[src/rtl/macrocell_pkg.sv]
// Shared encodings for the macrocell: register modes, clock selects, PT roles.
package macrocell_pkg;

  typedef enum logic [1:0] {
    FF_COMB  = 2'b00,
    FF_D     = 2'b01,
    FF_T     = 2'b10,
    FF_LATCH = 2'b11
  } ff_mode_e;

  typedef enum logic [1:0] {
    CLK_GCLK0 = 2'b00,
    CLK_GCLK1 = 2'b01,
    CLK_GCLK2 = 2'b10,
    CLK_PT3   = 2'b11
  } clk_sel_e;

  localparam int PT_AR  = 1;
  localparam int PT_OE  = 2;
  localparam int PT_CLK = 3;
  localparam int PT_AP  = 4;

endpackage

[src/rtl/macrocell_if.sv]
// Product-term, clock, configuration and output bundle of one macrocell.
interface macrocell_if;
  logic [4:0] pt;
  logic [2:0] gclk;
  logic       cascade_in;
  logic [4:0] cfg_pt_special;
  logic       cfg_cascade_in;
  logic       cfg_cascade_out;
  logic       cfg_xor_inv;
  logic [1:0] cfg_ff_mode;
  logic [1:0] cfg_clk_sel;
  logic       cfg_oe_const;
  logic       cfg_flb_comb;
  logic       q;
  logic       oe;
  logic       mc_flb;
  logic       cascade_out;

  modport master (
    output pt, gclk, cascade_in, cfg_pt_special, cfg_cascade_in, cfg_cascade_out,
           cfg_xor_inv, cfg_ff_mode, cfg_clk_sel, cfg_oe_const, cfg_flb_comb,
    input  q, oe, mc_flb, cascade_out
  );

  modport slave (
    input  pt, gclk, cascade_in, cfg_pt_special, cfg_cascade_in, cfg_cascade_out,
           cfg_xor_inv, cfg_ff_mode, cfg_clk_sel, cfg_oe_const, cfg_flb_comb,
    output q, oe, mc_flb, cascade_out
  );
endinterface

[src/rtl/macrocell_regcore.sv]
// Macrocell storage element: clock-source edge detector plus prioritised
// AR/AP and D/T/latch update. Device clocks are sampled levels; an edge is
// seen on the first tick where the source is high and its history bit is low.
module mc_regcore
  import macrocell_pkg::*;
#(
  parameter logic Q_INIT        = 1'b0,
  parameter logic SRC_PREV_INIT = 1'b1
) (
  input  logic     clk,
  input  logic     rst_n,
  input  logic     src_i,
  input  logic     ce_i,
  input  logic     d_i,
  input  logic     ar_i,
  input  logic     ap_i,
  input  ff_mode_e mode_i,
  output logic     q_o
);

  logic q_q, q_d;
  logic src_prev_q;
  logic edge_det;

  assign edge_det = src_i & ~src_prev_q;

  // Next register value: AR beats AP, both beat any clocked update.
  always_comb begin
    q_d = q_q;
    if (ar_i) begin
      q_d = 1'b0;
    end else if (ap_i) begin
      q_d = 1'b1;
    end else begin
      case (mode_i)
        FF_D:     if (edge_det & ce_i) q_d = d_i;
        FF_T:     if (edge_det & ce_i) q_d = q_q ^ d_i;
        FF_LATCH: if (src_i & ce_i)    q_d = d_i;
        default:  q_d = q_q;
      endcase
    end
  end

  // Register and clock history; SRC_PREV_INIT=1 suppresses a false edge after reset.
  always_ff @(posedge clk or negedge rst_n) begin
    if (!rst_n) begin
      q_q        <= Q_INIT;
      src_prev_q <= SRC_PREV_INIT;
    end else begin
      q_q        <= q_d;
      src_prev_q <= src_i;
    end
  end

  assign q_o = q_q;

endmodule

[src/rtl/macrocell.sv]
// Macrocell top: sum-of-products OR with cascade, XOR polarity, clock/CE
// selection, OE and feedback muxing around the mc_regcore storage element.
module macrocell
  import macrocell_pkg::*;
#(
  parameter logic Q_INIT        = 1'b0,
  parameter logic SRC_PREV_INIT = 1'b1
) (
  input  logic        clk,
  input  logic        rst_n,
  macrocell_if.slave  bus
);

  logic [4:0] sum_en;
  logic       raw_sum;
  logic       local_sum;
  logic       d;
  logic       src;
  logic       ce;
  logic       ar;
  logic       ap;
  logic       q_reg;
  ff_mode_e   mode;
  clk_sel_e   clk_sel;

  assign mode    = ff_mode_e'(bus.cfg_ff_mode);
  assign clk_sel = clk_sel_e'(bus.cfg_clk_sel);

  // Sum term: PT0 always participates; a special PT is pulled out of the OR.
  always_comb begin
    sum_en    = ~bus.cfg_pt_special;
    sum_en[0] = 1'b1;
    raw_sum   = (|(bus.pt & sum_en)) | (bus.cfg_cascade_in & bus.cascade_in);
  end

  assign bus.cascade_out = bus.cfg_cascade_out ? raw_sum : 1'b0;
  assign local_sum       = bus.cfg_cascade_out ? 1'b0 : raw_sum;
  assign d               = local_sum ^ bus.cfg_xor_inv;

  // Clock source select; PT3 becomes the clock only in the PT3 select.
  always_comb begin
    case (clk_sel)
      CLK_GCLK0: src = bus.gclk[0];
      CLK_GCLK1: src = bus.gclk[1];
      CLK_GCLK2: src = bus.gclk[2];
      default:   src = bus.pt[PT_CLK];
    endcase
  end

  // PT3 acts as clock enable only while it is not the clock itself.
  assign ce = (bus.cfg_pt_special[PT_CLK] && (clk_sel != CLK_PT3)) ? bus.pt[PT_CLK] : 1'b1;
  assign ar = bus.cfg_pt_special[PT_AR] & bus.pt[PT_AR];
  assign ap = bus.cfg_pt_special[PT_AP] & bus.pt[PT_AP];

  mc_regcore #(
    .Q_INIT        (Q_INIT),
    .SRC_PREV_INIT (SRC_PREV_INIT)
  ) u_regcore (
    .clk    (clk),
    .rst_n  (rst_n),
    .src_i  (src),
    .ce_i   (ce),
    .d_i    (d),
    .ar_i   (ar),
    .ap_i   (ap),
    .mode_i (mode),
    .q_o    (q_reg)
  );

  assign bus.q      = (mode == FF_COMB) ? d : q_reg;
  assign bus.oe     = bus.cfg_pt_special[PT_OE] ? bus.pt[PT_OE] : bus.cfg_oe_const;
  assign bus.mc_flb = bus.cfg_flb_comb ? d : bus.q;

endmodule
[src/flat_wrapper.sv]
// flat-port wrapper written by rule: the top's interface ports become plain ports
module macrocell_flat import macrocell_pkg::*;
#(
  parameter logic Q_INIT        = 1'b0,
  parameter logic SRC_PREV_INIT = 1'b1
)
  (clk, rst_n, bus_pt, bus_gclk, bus_cascade_in, bus_cfg_pt_special, bus_cfg_cascade_in, bus_cfg_cascade_out, bus_cfg_xor_inv, bus_cfg_ff_mode, bus_cfg_clk_sel, bus_cfg_oe_const, bus_cfg_flb_comb, bus_q, bus_oe, bus_mc_flb, bus_cascade_out);
  macrocell_if bus_i ();
  input  logic clk;
  input  logic rst_n;
  input wire logic [$bits(bus_i.pt)-1:0] bus_pt;
  input wire logic [$bits(bus_i.gclk)-1:0] bus_gclk;
  input wire logic [$bits(bus_i.cascade_in)-1:0] bus_cascade_in;
  input wire logic [$bits(bus_i.cfg_pt_special)-1:0] bus_cfg_pt_special;
  input wire logic [$bits(bus_i.cfg_cascade_in)-1:0] bus_cfg_cascade_in;
  input wire logic [$bits(bus_i.cfg_cascade_out)-1:0] bus_cfg_cascade_out;
  input wire logic [$bits(bus_i.cfg_xor_inv)-1:0] bus_cfg_xor_inv;
  input wire logic [$bits(bus_i.cfg_ff_mode)-1:0] bus_cfg_ff_mode;
  input wire logic [$bits(bus_i.cfg_clk_sel)-1:0] bus_cfg_clk_sel;
  input wire logic [$bits(bus_i.cfg_oe_const)-1:0] bus_cfg_oe_const;
  input wire logic [$bits(bus_i.cfg_flb_comb)-1:0] bus_cfg_flb_comb;
  output wire logic [$bits(bus_i.q)-1:0] bus_q;
  output wire logic [$bits(bus_i.oe)-1:0] bus_oe;
  output wire logic [$bits(bus_i.mc_flb)-1:0] bus_mc_flb;
  output wire logic [$bits(bus_i.cascade_out)-1:0] bus_cascade_out;
  assign bus_i.pt = bus_pt;
  assign bus_i.gclk = bus_gclk;
  assign bus_i.cascade_in = bus_cascade_in;
  assign bus_i.cfg_pt_special = bus_cfg_pt_special;
  assign bus_i.cfg_cascade_in = bus_cfg_cascade_in;
  assign bus_i.cfg_cascade_out = bus_cfg_cascade_out;
  assign bus_i.cfg_xor_inv = bus_cfg_xor_inv;
  assign bus_i.cfg_ff_mode = bus_cfg_ff_mode;
  assign bus_i.cfg_clk_sel = bus_cfg_clk_sel;
  assign bus_i.cfg_oe_const = bus_cfg_oe_const;
  assign bus_i.cfg_flb_comb = bus_cfg_flb_comb;
  assign bus_q = bus_i.q;
  assign bus_oe = bus_i.oe;
  assign bus_mc_flb = bus_i.mc_flb;
  assign bus_cascade_out = bus_i.cascade_out;
  macrocell #(.Q_INIT(Q_INIT), .SRC_PREV_INIT(SRC_PREV_INIT)) u_core (.clk(clk), .rst_n(rst_n), .bus(bus_i));
endmodule
[config.mk]
export PLATFORM = sky130hd
export DESIGN_NAME = macrocell_flat
export DESIGN_NICKNAME = d
export VERILOG_FILES = /design/src/rtl/macrocell_pkg.sv /design/src/rtl/macrocell_if.sv /design/src/rtl/macrocell_regcore.sv /design/src/rtl/macrocell.sv /design/src/flat_wrapper.sv
export SDC_FILE = /design/constraint.sdc
export NUM_CORES = 1
export LEC_CHECK = 0
export BUFFER_PORTS_ARGS = -buffer_cell sky130_fd_sc_hd__buf_2
export CAP_MARGIN = 40
export CORE_AREA = 5 5 42 44
export CTS_BUF_LIST = sky130_fd_sc_hd__clkbuf_4 sky130_fd_sc_hd__clkbuf_8 sky130_fd_sc_hd__clkbuf_16
export CTS_CLUSTER_DIAMETER = 120
export DETAILED_ROUTE_END_ITERATION = 7
export DIE_AREA = 0 0 47 49
export GPL_ROUTABILITY_DRIVEN = 0
export PLACE_DENSITY = 0.56
export REMOVE_ABC_BUFFERS = 1
export SLEW_MARGIN = 10
export SYNTH_ARGS = -nofsm -noshare
export SYNTH_HDL_FRONTEND = slang
export SYNTH_SLANG_ARGS = --single-unit
[constraint.sdc]
create_clock -name clk -period 1.4 [get_ports clk]
set_input_delay 0.14 -clock clk [delete_from_list [all_inputs] [get_ports clk]]
set_output_delay 0.14 -clock clk [all_outputs]
set_load 0.02 [all_outputs]
Word-level counts from Yosys, hierarchy flattened
Cells that the tools add are included.
{"block": "op_classes", "n_eq_ne": 9, "muxes": 13, "n_bitwise": 12, "reduce_logical": 6}
{"op": "4-bit by 2-bit inequality test with 1-bit output (second input constant)", "count": 3}
{"op": "1-bit two-way mux", "count": 11}
{"op": "1-bit AND", "count": 6}
{"op": "2-bit == test (second input constant)", "count": 3}
{"op": "1-bit one-hot mux with 3 select lines", "count": 2}
{"op": "5-bit AND", "count": 1}
{"op": "5-bit inverter", "count": 1}
{"op": "5-bit nonzero test", "count": 1}
{"op": "5-bit OR reduction", "count": 1}
{"op": "2-bit by 1-bit == test with 1-bit output (second input constant)", "count": 2}
{"op": "2-bit logical NOT", "count": 2}
{"op": "4-bit AND reduction", "count": 1}
{"op": "2-bit inequality test (second input constant)", "count": 1}
{"op": "1-bit XOR", "count": 2}
{"op": "1-bit logical AND", "count": 1}
{"op": "1-bit inverter", "count": 1}
{"op": "1-bit OR", "count": 1}
{"block": "totals", "regBits": 2, "in_bits": 25, "out_inout_bits": 4, "word_cells": 42}

Logic depth before layout (Yosys ltp)
Gate-level depths: netlist of run 1.
{"block": "depth", "word_depth": 11, "mapped_depth": 5, "depth_no_buf": 5}

Hierarchy
A second synthesis of run 1 with hierarchy kept.
{"block": "hier_totals", "cells_unflattened": 41, "area_unflattened_um2": 365.4}
{"module": "macrocell", "n_inst": 1, "cells_each": 31, "area_each_um2": 249.0}
{"module": "mc_regcore", "n_inst": 1, "cells_each": 10, "area_each_um2": 116.4}

Worst setup path before layout of run 1
Ideal clock, no wire load.
{"block": "synth_path", "path_kind": "in2out", "start": "input port bus_pt[1]", "end": "output port bus_mc_flb", "arrival_time_ns": 1.342, "path_slack_ns": -0.082, "stages": 4, "path_cell_list": "inv_1 o221ai_1 mux2_4 o31ai_1"}
{"block": "synth_via", "elab_chain_cells": 7}
{"item": "from (decl)", "line_no": "flat_wrapper.sv:11", "rtl": "input wire logic [$bits(bus_i.pt)-1:0] bus_pt;"}
{"item": "5-bit AND (*)", "line_no": "macrocell.sv:33", "rtl": "raw_sum = (|(bus.pt & sum_en)) | (bus.cfg_cascade_in & bus.cascade_in);"}
{"item": "5-bit OR reduction (*)", "line_no": "macrocell.sv:33"}
{"item": "1-bit OR (*)", "line_no": "macrocell.sv:33"}
{"item": "1-bit two-way mux (*)", "line_no": "macrocell.sv:37", "rtl": "assign local_sum = bus.cfg_cascade_out ? 1'b0 : raw_sum;"}
{"item": "1-bit XOR (*)", "line_no": "macrocell.sv:38", "rtl": "assign d = local_sum ^ bus.cfg_xor_inv;"}
{"item": "1-bit two-way mux", "line_no": "macrocell.sv:70", "rtl": "assign bus.q = (mode == FF_COMB) ? d : q_reg;"}
{"item": "1-bit two-way mux (*)", "line_no": "macrocell.sv:72", "rtl": "assign bus.mc_flb = bus.cfg_flb_comb ? d : bus.q;"}
{"item": "to (decl)", "line_no": "flat_wrapper.sv:24", "rtl": "output wire logic [$bits(bus_i.mc_flb)-1:0] bus_mc_flb;"}
Mark *: on every way between the ends. The rest lies on a longest branch, timed or not.

Worst setup path after layout of run 1
{"block": "layout_path", "start": "input port bus_cascade_in", "end": "output port bus_q"}
{"block": "layout_via", "elab_chain_cells": 5}
{"item": "from (decl)", "line_no": "flat_wrapper.sv:13", "rtl": "input wire logic [$bits(bus_i.cascade_in)-1:0] bus_cascade_in;"}
{"item": "1-bit AND", "line_no": "macrocell.sv:33"}
{"item": "1-bit OR", "line_no": "macrocell.sv:33"}
{"item": "1-bit two-way mux", "line_no": "macrocell.sv:37"}
{"item": "1-bit XOR", "line_no": "macrocell.sv:38"}
{"item": "1-bit two-way mux", "line_no": "macrocell.sv:70"}
{"item": "to (decl)", "line_no": "flat_wrapper.sv:22", "rtl": "output wire logic [$bits(bus_i.q)-1:0] bus_q;"}
No other way between the ends.

==> summary.txt, run 1 <==
Synthesis
  – Number of warnings reported in the yosys synthesis log: 0
  – Cell area after technology mapping: 314.1 sq um
  – Count of unique library cells instantiated by Yosys: 26
  – Gate Count Post-Synth: 39
  – Number of synthesized register bits: 2
  – Post-synthesis sequential area ratio: 16.33%
  – Average instance area after synthesis: 8.053 sq um

Clock network
  – Maximum count of clock buffers along a single path: 2
  – Count of clock tree sinks: 2
  – Worst-path clk slew: 0.04 ns
  – Cell at the root of the clock tree: sky130_fd_sc_hd__clkbuf_4
  – Clock tree from TritonCTS: done
  – H-tree lvl count: 1
  – Clk_lat worst skew: 0.23 ns
  – Number of buffers added by the clock tree synthesis step: 3

Global routing
  – Global-route wire length before repair: 1.835 mm
  – Largest net degree at the start of global routing: 5
  – Congestion Overflow GR: 0
  – Overall routing resource usage: 10.79%
  – Number of global-route vias before repair: 476
  – Number of antenna violations at the first check in global routing: 0

STA
  – Transition time at the pin with the least slew margin: 0.2545 ns
  – Worst slew margin relative to its limit: 83.03%
  – Clock Skews: 0.009511 ns
  – Minimum clock period after layout: 1.341 ns
  – Number of slew-limit violations in the final report: 0
  – Worst hold slack: 0.2383 ns
  – Total setup violations reported at the end of the flow: 0
  – Setup repair after global routing missed its margin: true
  – Period Utilization, post-route: 95.80%
  – Final Hold Fails: 0
  – FMAX: 0.7456 GHz
  – Setup TNS after final layout: 0 ns

Route
  – Count of antenna-violating nets left after detailed routing: 0
  – Aggregate routed wire length: 1.050 mm
  – Final routed DRC violation total: 0
  – Wire length per cell: 11.17 microns
  – Via-to-Cell Ratio: 4.553
  – Count of routing violations after the opening detailed-route iteration: 1
  – Detailed-route via count: 428
  – Initial DRT Pass Iterations: 2

Critical path
  – Required time at the worst-slack endpoint: 1.26 ns
  – Element type at the critical path start: input port
  – Worst setup path category: input port to output port
  – Data arrival time of the worst path: 1.20 ns
  – Worst Path Max Fanout: 3
  – Crit path capture type: output port

Floorplan
  – Vertical die dimension: 49 microns
  – Count of pins on the block boundary: 29
  – Die boundary width: 47 microns
  – Num rows: 14
  – Initial core utilization: 22.41%
  – Area of the core region: 0.001401 sq mm
  – Total Die Area: 0.002303 sq mm

Cells and area
  – Fin nets: 104
  – Share of cells above drive strength 1: 65.38%
  – Fillers: 146
  – Area grow syn2layout: 96.02%
  – Post-route insts no fill: 94
  – Antenna Diode Count: 0

Place
  – Number of placed instances with taps included: 87
  – I/O Buffers: 27
  – HPWL after DPL: 856.1 microns

Power
  – Reported leakage power: 0.3296 nW
  – Overall power of the completed layout: 0.4405 mW
  – Worst supply voltage drop on vdd: 0.0005147 V
  – Total power per unit cell area: 715.6 mW/mm^2

Flow run
  – Max-cap violation count: 0

Worst hold path
  – Hold Crit Class: input port to asynchronous set/reset pin

Run status
  – Status: complete, no violations
path summary, 6_finish.rpt:
kind                                                  startpoint                               endpoint  slack [ns]  cells after the start
max                                               bus_cascade_in                                  bus_q        0.06                      7
min                                                        rst_n       u_core.u_regcore.q_o$_DFFE_PN0P_        0.24                      2
max reg2reg                u_core.u_regcore.src_prev_q$_DFF_PN1_       u_core.u_regcore.q_o$_DFFE_PN0P_        0.09                      5
min reg2reg                     u_core.u_regcore.q_o$_DFFE_PN0P_       u_core.u_regcore.q_o$_DFFE_PN0P_        0.82                      3
max in group asynchronous                                  rst_n  u_core.u_regcore.src_prev_q$_DFF_PN1_        0.96                      2
min in group clk                                       bus_pt[1]       u_core.u_regcore.q_o$_DFFE_PN0P_        0.27                      4
synthesized netlist by cell type:
master                     instances  area share [%]
sky130_fd_sc_hd__a21oi_1           1             1.6
sky130_fd_sc_hd__o21ba_1           1             3.2
sky130_fd_sc_hd__o31ai_1           1             2.4
sky130_fd_sc_hd__a221oi_2          1             4.8
sky130_fd_sc_hd__and3_1            1             2.0
sky130_fd_sc_hd__a221oi_1          1             2.8
sky130_fd_sc_hd__nor3_1            1             1.6
sky130_fd_sc_hd__o21a_1            2             4.8
sky130_fd_sc_hd__dfrtp_1           1             8.0
sky130_fd_sc_hd__nor3_2            1             3.2
sky130_fd_sc_hd__mux2_2            1             3.6
sky130_fd_sc_hd__nand4_1           1             2.0
sky130_fd_sc_hd__nand2_1           3             3.6
sky130_fd_sc_hd__nor2_1            3             3.6
sky130_fd_sc_hd__o221ai_1          1             2.8
sky130_fd_sc_hd__o21ai_0           1             1.6
sky130_fd_sc_hd__nor2b_1           3             6.0
sky130_fd_sc_hd__inv_1             6             7.2
sky130_fd_sc_hd__mux4_2            1             7.2
sky130_fd_sc_hd__o22ai_1           1             2.0
sky130_fd_sc_hd__nand2b_1          1             2.0
sky130_fd_sc_hd__dfstp_2           1             8.4
sky130_fd_sc_hd__a21o_1            2             4.8
sky130_fd_sc_hd__nand4b_1          1             2.8
sky130_fd_sc_hd__o221a_1           1             3.6
sky130_fd_sc_hd__mux2_4            1             4.8
cell families after synthesis:
| group | share of synthesized area (%) |
|---|---|
| AO/OA/AOI/OAI | 34.26 |
| AND/OR/NAND/NOR | 26.70 |
| flip-flops | 16.33 |
| buffers and inverters | 7.171 |
| multiplexers | 15.54 |
report_power, final:
group | leakage (nW) | switching (mW) | internal, mW
sequential | 0.0223 | 0.00647 | 0.0686
combinational | 0.289 | 0.0925 | 0.111
clock | 0.0184 | 0.0370 | 0.125
total | 0.330 | 0.136 | 0.305
timing repair:
action / CTS / global route
endpoints found under the setup margin: 2 / 3
hold buffers: 1 / 0
setup buffers: 2 / 0
resized for setup: 5 / 7
endpoints found under the hold margin: 2 / 0
pin swaps: 0 / 8
metrics by stage:
step | area, sq um | utilization (%) | setup WS, ns
3_5_place_dp | 506.7 | 36.16 | -0.1094
4_1_cts | 579.3 | 41.34 | 0.003681
5_1_grt | 615.6 | 43.93 | -0.01767
6_report | 615.6 | 43.93 | 0.05878
2_1_floorplan | 314.1 | - | -0.08164
3_3_place_gp | 506.7 | 36.16 | -0.07648
cell usage in the layout (no fill, tap or decap):
cell,instances
sky130_fd_sc_hd__a221oi_1,1
sky130_fd_sc_hd__buf_2,25
sky130_fd_sc_hd__nor2b_2,1
sky130_fd_sc_hd__nor2_1,3
sky130_fd_sc_hd__nand2_1,3
sky130_fd_sc_hd__o21a_1,2
sky130_fd_sc_hd__o22ai_1,1
sky130_fd_sc_hd__dlygate4sd3_1,1
sky130_fd_sc_hd__inv_1,6
sky130_fd_sc_hd__nand4b_1,1
sky130_fd_sc_hd__o221ai_2,1
sky130_fd_sc_hd__o31ai_2,1
sky130_fd_sc_hd__dfrtp_1,1
sky130_fd_sc_hd__a21o_1,2
sky130_fd_sc_hd__o21ba_1,1
sky130_fd_sc_hd__mux4_2,1
sky130_fd_sc_hd__nor3_2,2
sky130_fd_sc_hd__clkbuf_4,4
sky130_fd_sc_hd__nor2b_1,2
sky130_fd_sc_hd__o221a_1,1
sky130_fd_sc_hd__and3_1,1
sky130_fd_sc_hd__a21oi_2,1
sky130_fd_sc_hd__buf_6,1
sky130_fd_sc_hd__mux2_4,1
sky130_fd_sc_hd__mux2_2,1
sky130_fd_sc_hd__nand4_1,1
sky130_fd_sc_hd__dfstp_2,1
sky130_fd_sc_hd__buf_4,8
sky130_fd_sc_hd__nand2b_4,1
sky130_fd_sc_hd__o21ai_2,1
sky130_fd_sc_hd__a221oi_4,1
sequential cells by signal (all words and copies together) (netlist names):
name                         flops
u_core.u_regcore.q_o             1
u_core.u_regcore.src_prev_q      1
layout make-up:
| type | count | area (sq um) | area share [%] |
|---|---|---|---|
| clock buffer | 4 | 30.03 | 4.878 |
| sequential | 2 | 51.30 | 8.333 |
| timing repair buffer | 35 | 206.4 | 33.54 |
| multi-input combinational | 31 | 285.3 | 46.34 |
| inverter | 6 | 22.52 | 3.659 |
| tap | 16 | 20.02 | 3.252 |
layer usage:
metal  GRT usage [%]  wire length (microns)
met1           11.70                    391
met3           2.583                     62
met4           6.912                      0
met2           17.65                    596
met5               0                      0
worst max-delay path, stage by stage:
cell and delay (ns):
sky130_fd_sc_hd__buf_2 0.10, sky130_fd_sc_hd__a21oi_2 0.13, sky130_fd_sc_hd__o221ai_2 0.12, sky130_fd_sc_hd__mux2_4 0.34
sky130_fd_sc_hd__o21ai_2 0.11, sky130_fd_sc_hd__o21a_1 0.15, sky130_fd_sc_hd__buf_6 0.12
Note: power is estimated with default switching activity, not from simulation.
==> run 2: changes to the inputs <==
--- a/config.mk
+++ b/config.mk
@@ -13,7 +13,7 @@
 export DETAILED_ROUTE_END_ITERATION = 7
 export DIE_AREA = 0 0 47 49
 export GPL_ROUTABILITY_DRIVEN = 0
-export PLACE_DENSITY = 0.56
+export PLACE_DENSITY = 0.51
 export REMOVE_ABC_BUFFERS = 1
 export SLEW_MARGIN = 10
 export SYNTH_ARGS = -nofsm -noshare
==> constraint.sdc (replaced) <==
create_clock -name clk -period 1.25 [get_ports clk]
set_input_delay 0.125 -clock clk [delete_from_list [all_inputs] [get_ports clk]]
set_output_delay 0.125 -clock clk [all_outputs]
set_load 0.02 [all_outputs]
==> run 2 against run 1 <==
The flow now finishes with violations (setup timing). Critical path type unchanged. Clock-buffer cell count did not move. Routed wire length rose by 17%. Clock power rose by 12%. Via count rose by 7.2%. Cell count rose by 2.1%. Largest power group unchanged.
==> summary.txt, run 2 (same netlist as run 1, synthesis figures left out) <==
STA
  – Setup repair after global routing missed its margin: true
  – Setup WS post-layout: -0.06018 ns
  – Setup TNS after final layout: -0.1334 ns
  – FMAX: 0.7633 GHz
  – Clock Skews: 0.008664 ns
  – Number of slew-limit violations in the final report: 0
  – Final Hold Fails: 0
  – Period Utilization, post-route: 104.8%
  – Transition time at the pin with the least slew margin: 0.2852 ns
  – Minimum clock period after layout: 1.310 ns
  – Total setup violations reported at the end of the flow: 3
  – Worst slew margin relative to its limit: 80.92%

Floorplan
  – Initial core utilization: 22.41%
  – Die boundary width: 47 microns
  – Area of the core region: 0.001401 sq mm
  – Total Die Area: 0.002303 sq mm
  – Num rows: 14
  – Vertical die dimension: 49 microns
  – Count of pins on the block boundary: 29

Flow run
  – Max-cap violation count: 0

Place
  – I/O Buffers: 27
  – Post-detailed-placement cell area: 521.8 sq um
  – HPWL after DPL: 858 microns
  – Number of placed instances with taps included: 89

Power
  – Combinational cell fraction of total power: 49.7%
  – Switching power total: 0.1669 mW
  – Reported leakage power: 0.3564 nW
  – Sequential group share of total power: 16.0%
  – Total power per unit cell area: 783.3 mW/mm^2
  – Internal power component: 0.3614 mW
  – Worst supply voltage drop on vdd: 0.0005857 V
  – Proportion of power drawn by the clock network: 34.3%
  – Switching power as a share of total power: 31.59%
  – Overall power of the completed layout: 0.5283 mW

Global routing
  – Global-route wire length before repair: 1.890 mm
  – Largest net degree at the start of global routing: 5
  – Congestion Overflow GR: 0
  – Number of antenna violations at the first check in global routing: 0
  – Overall routing resource usage: 11.07%
  – Number of global-route vias before repair: 482

Route
  – Wire length per cell: 12.75 microns
  – Detailed-route via count: 459
  – Final routed DRC violation total: 0
  – Initial DRT Pass Iterations: 4
  – Aggregate routed wire length: 1.224 mm
  – Via-to-Cell Ratio: 4.781
  – Count of routing violations after the opening detailed-route iteration: 12
  – Count of antenna-violating nets left after detailed routing: 0

Critical path
  – Worst setup endpoint: bus_q
  – Worst Path Max Fanout: 3
  – Endpoint of the worst register-to-register path: u_core.u_regcore.q_o$_DFFE_PN0P_
  – Data arrival time of the worst path: 1.19 ns
  – Crit. Startpoint: bus_pt[4]
  – Required time at the worst-slack endpoint: 1.12 ns
  – Worst reg2reg path depth: 5
  – Element type at the critical path start: input port
  – Worst setup path category: input port to output port
  – Crit path capture type: output port
  – Worst reg2reg path startpoint: u_core.u_regcore.src_prev_q$_DFF_PN1_
  – R2R Setup Slk: -0.04 ns

Clock network
  – H-tree lvl count: 1
  – Clock tree from TritonCTS: done
  – Number of buffers added by the clock tree synthesis step: 3
  – Worst-path clk slew: 0.04 ns
  – Count of clock tree sinks: 2
  – Cell at the root of the clock tree: sky130_fd_sc_hd__clkbuf_4
  – Clk_lat worst skew: 0.23 ns
  – Maximum count of clock buffers along a single path: 2

Cells and area
  – Fillers: 144
  – Share of cells above drive strength 1: 71.25%
  – Post-layout instance area: 674.4 sq um
  – Fin nets: 106
  – Final Util: 48.13%
  – Antenna Diode Count: 0
  – Commonest cells after routing, fill and taps aside: 22 x sky130_fd_sc_hd__buf_2, 9 x sky130_fd_sc_hd__buf_4, 5 x sky130_fd_sc_hd__buf_6
  – Most common library cell in the layout ignoring fill and taps: sky130_fd_sc_hd__buf_2
  – Area grow syn2layout: 114.7%
  – Post-route insts no fill: 96

Run status
  – Status: complete, but fails checks
  – Violated checks: setup timing

Worst hold path
  – Hold Crit Class: input port to asynchronous set/reset pin
==> run 2: cell types whose count changed in the layout (fill, tap and decap cells not counted) <==
cell,delta
sky130_fd_sc_hd__o31ai_2,-1
sky130_fd_sc_hd__inv_2,+2
sky130_fd_sc_hd__buf_6,+4
sky130_fd_sc_hd__buf_2,-3
sky130_fd_sc_hd__o31ai_4,+1
sky130_fd_sc_hd__a221oi_1,-1
sky130_fd_sc_hd__o22ai_1,-1
sky130_fd_sc_hd__a221oi_2,+1
sky130_fd_sc_hd__buf_4,+1
sky130_fd_sc_hd__inv_1,-2
sky130_fd_sc_hd__o22ai_2,+1
==> run 2: layer usage <==
metal	vias up	global-route usage (%)	part of all wire, %
met2	10	20.36	59
met3	2	1.107	3.9
met5	-	0	0
li1	229	-	-
met1	218	11.04	37
met4	0	6.452	0.65
==> run 2: cell type report <==
cell class | count | area (sq um) | area share (%)
flip-flops and latches | 2 | 51.30 | 7.607
clock buffers | 4 | 30.03 | 4.453
multi-input cells | 31 | 306.5 | 45.45
well taps | 16 | 20.02 | 2.968
repair buffers | 37 | 244.0 | 36.18
inverters | 6 | 22.52 | 3.340
==> run 2: how the worst min path moves through the flow <==
| stage | startpoint | end | slack [ns] |
|---|---|---|---|
| 5_1_grt | rst_n | u_core.u_regcore.q_o$_DFFE_PN0P_ | 0.21 |
| 3_3_place_gp | rst_n | u_core.u_regcore.q_o$_DFFE_PN0P_ | -0.09 |
| 3_5_place_dp | rst_n | u_core.u_regcore.q_o$_DFFE_PN0P_ | -0.09 |
| 6_report | rst_n | u_core.u_regcore.q_o$_DFFE_PN0P_ | 0.21 |
| 4_1_cts | rst_n | u_core.u_regcore.q_o$_DFFE_PN0P_ | 0.20 |
| 2_1_floorplan | rst_n | u_core.u_regcore.q_o$_DFFE_PN0P_ | -0.17 |
==> run 2: timing repair <==
| item | 4_1_cts | 5_1_grt |
|---|---|---|
| pin swaps | 5 | 4 |
| hold endpoints to repair | 2 | 0 |
| gates resized for setup | 14 | 7 |
| buffers inserted | 1 | 1 |
| endpoints found under the setup margin | 3 | 3 |
| hold buffers | 1 | 0 |
==> run 2: metrics by stage <==
step	worst slack, ns	hold WS (ns)
after floorplan	-0.2016	-0.1706
after global placement	-0.1875	-0.08935
after detailed placement	-0.1939	-0.08856
after CTS	-0.05819	0.2019
after global routing	-0.1231	0.2118
final	-0.06018	0.2115
==> run 2: power by group through the flow <==
| stage | registers (mW) | clock network, mW | logic [mW] |
|---|---|---|---|
| 6_report | 0.0845 | 0.181 | 0.263 |
| 5_1_grt | 0.0860 | 0.205 | 0.284 |
| 4_1_cts | 0.0847 | 0.191 | 0.233 |
| 3_5_place_dp | 0.0839 | 0 | 0.191 |
| 3_3_place_gp | 0.0840 | 0 | 0.190 |
| 2_1_floorplan | 0.0823 | 0 | 0.103 |
==> run 2: critical path, stage by stage <==
cell and delay [ns]:
sky130_fd_sc_hd__buf_2 0.10, sky130_fd_sc_hd__inv_2 0.04, sky130_fd_sc_hd__o221a_1 0.24, sky130_fd_sc_hd__mux2_4 0.31, sky130_fd_sc_hd__o21ai_2 0.11, sky130_fd_sc_hd__o21a_1 0.14
sky130_fd_sc_hd__buf_6 0.11
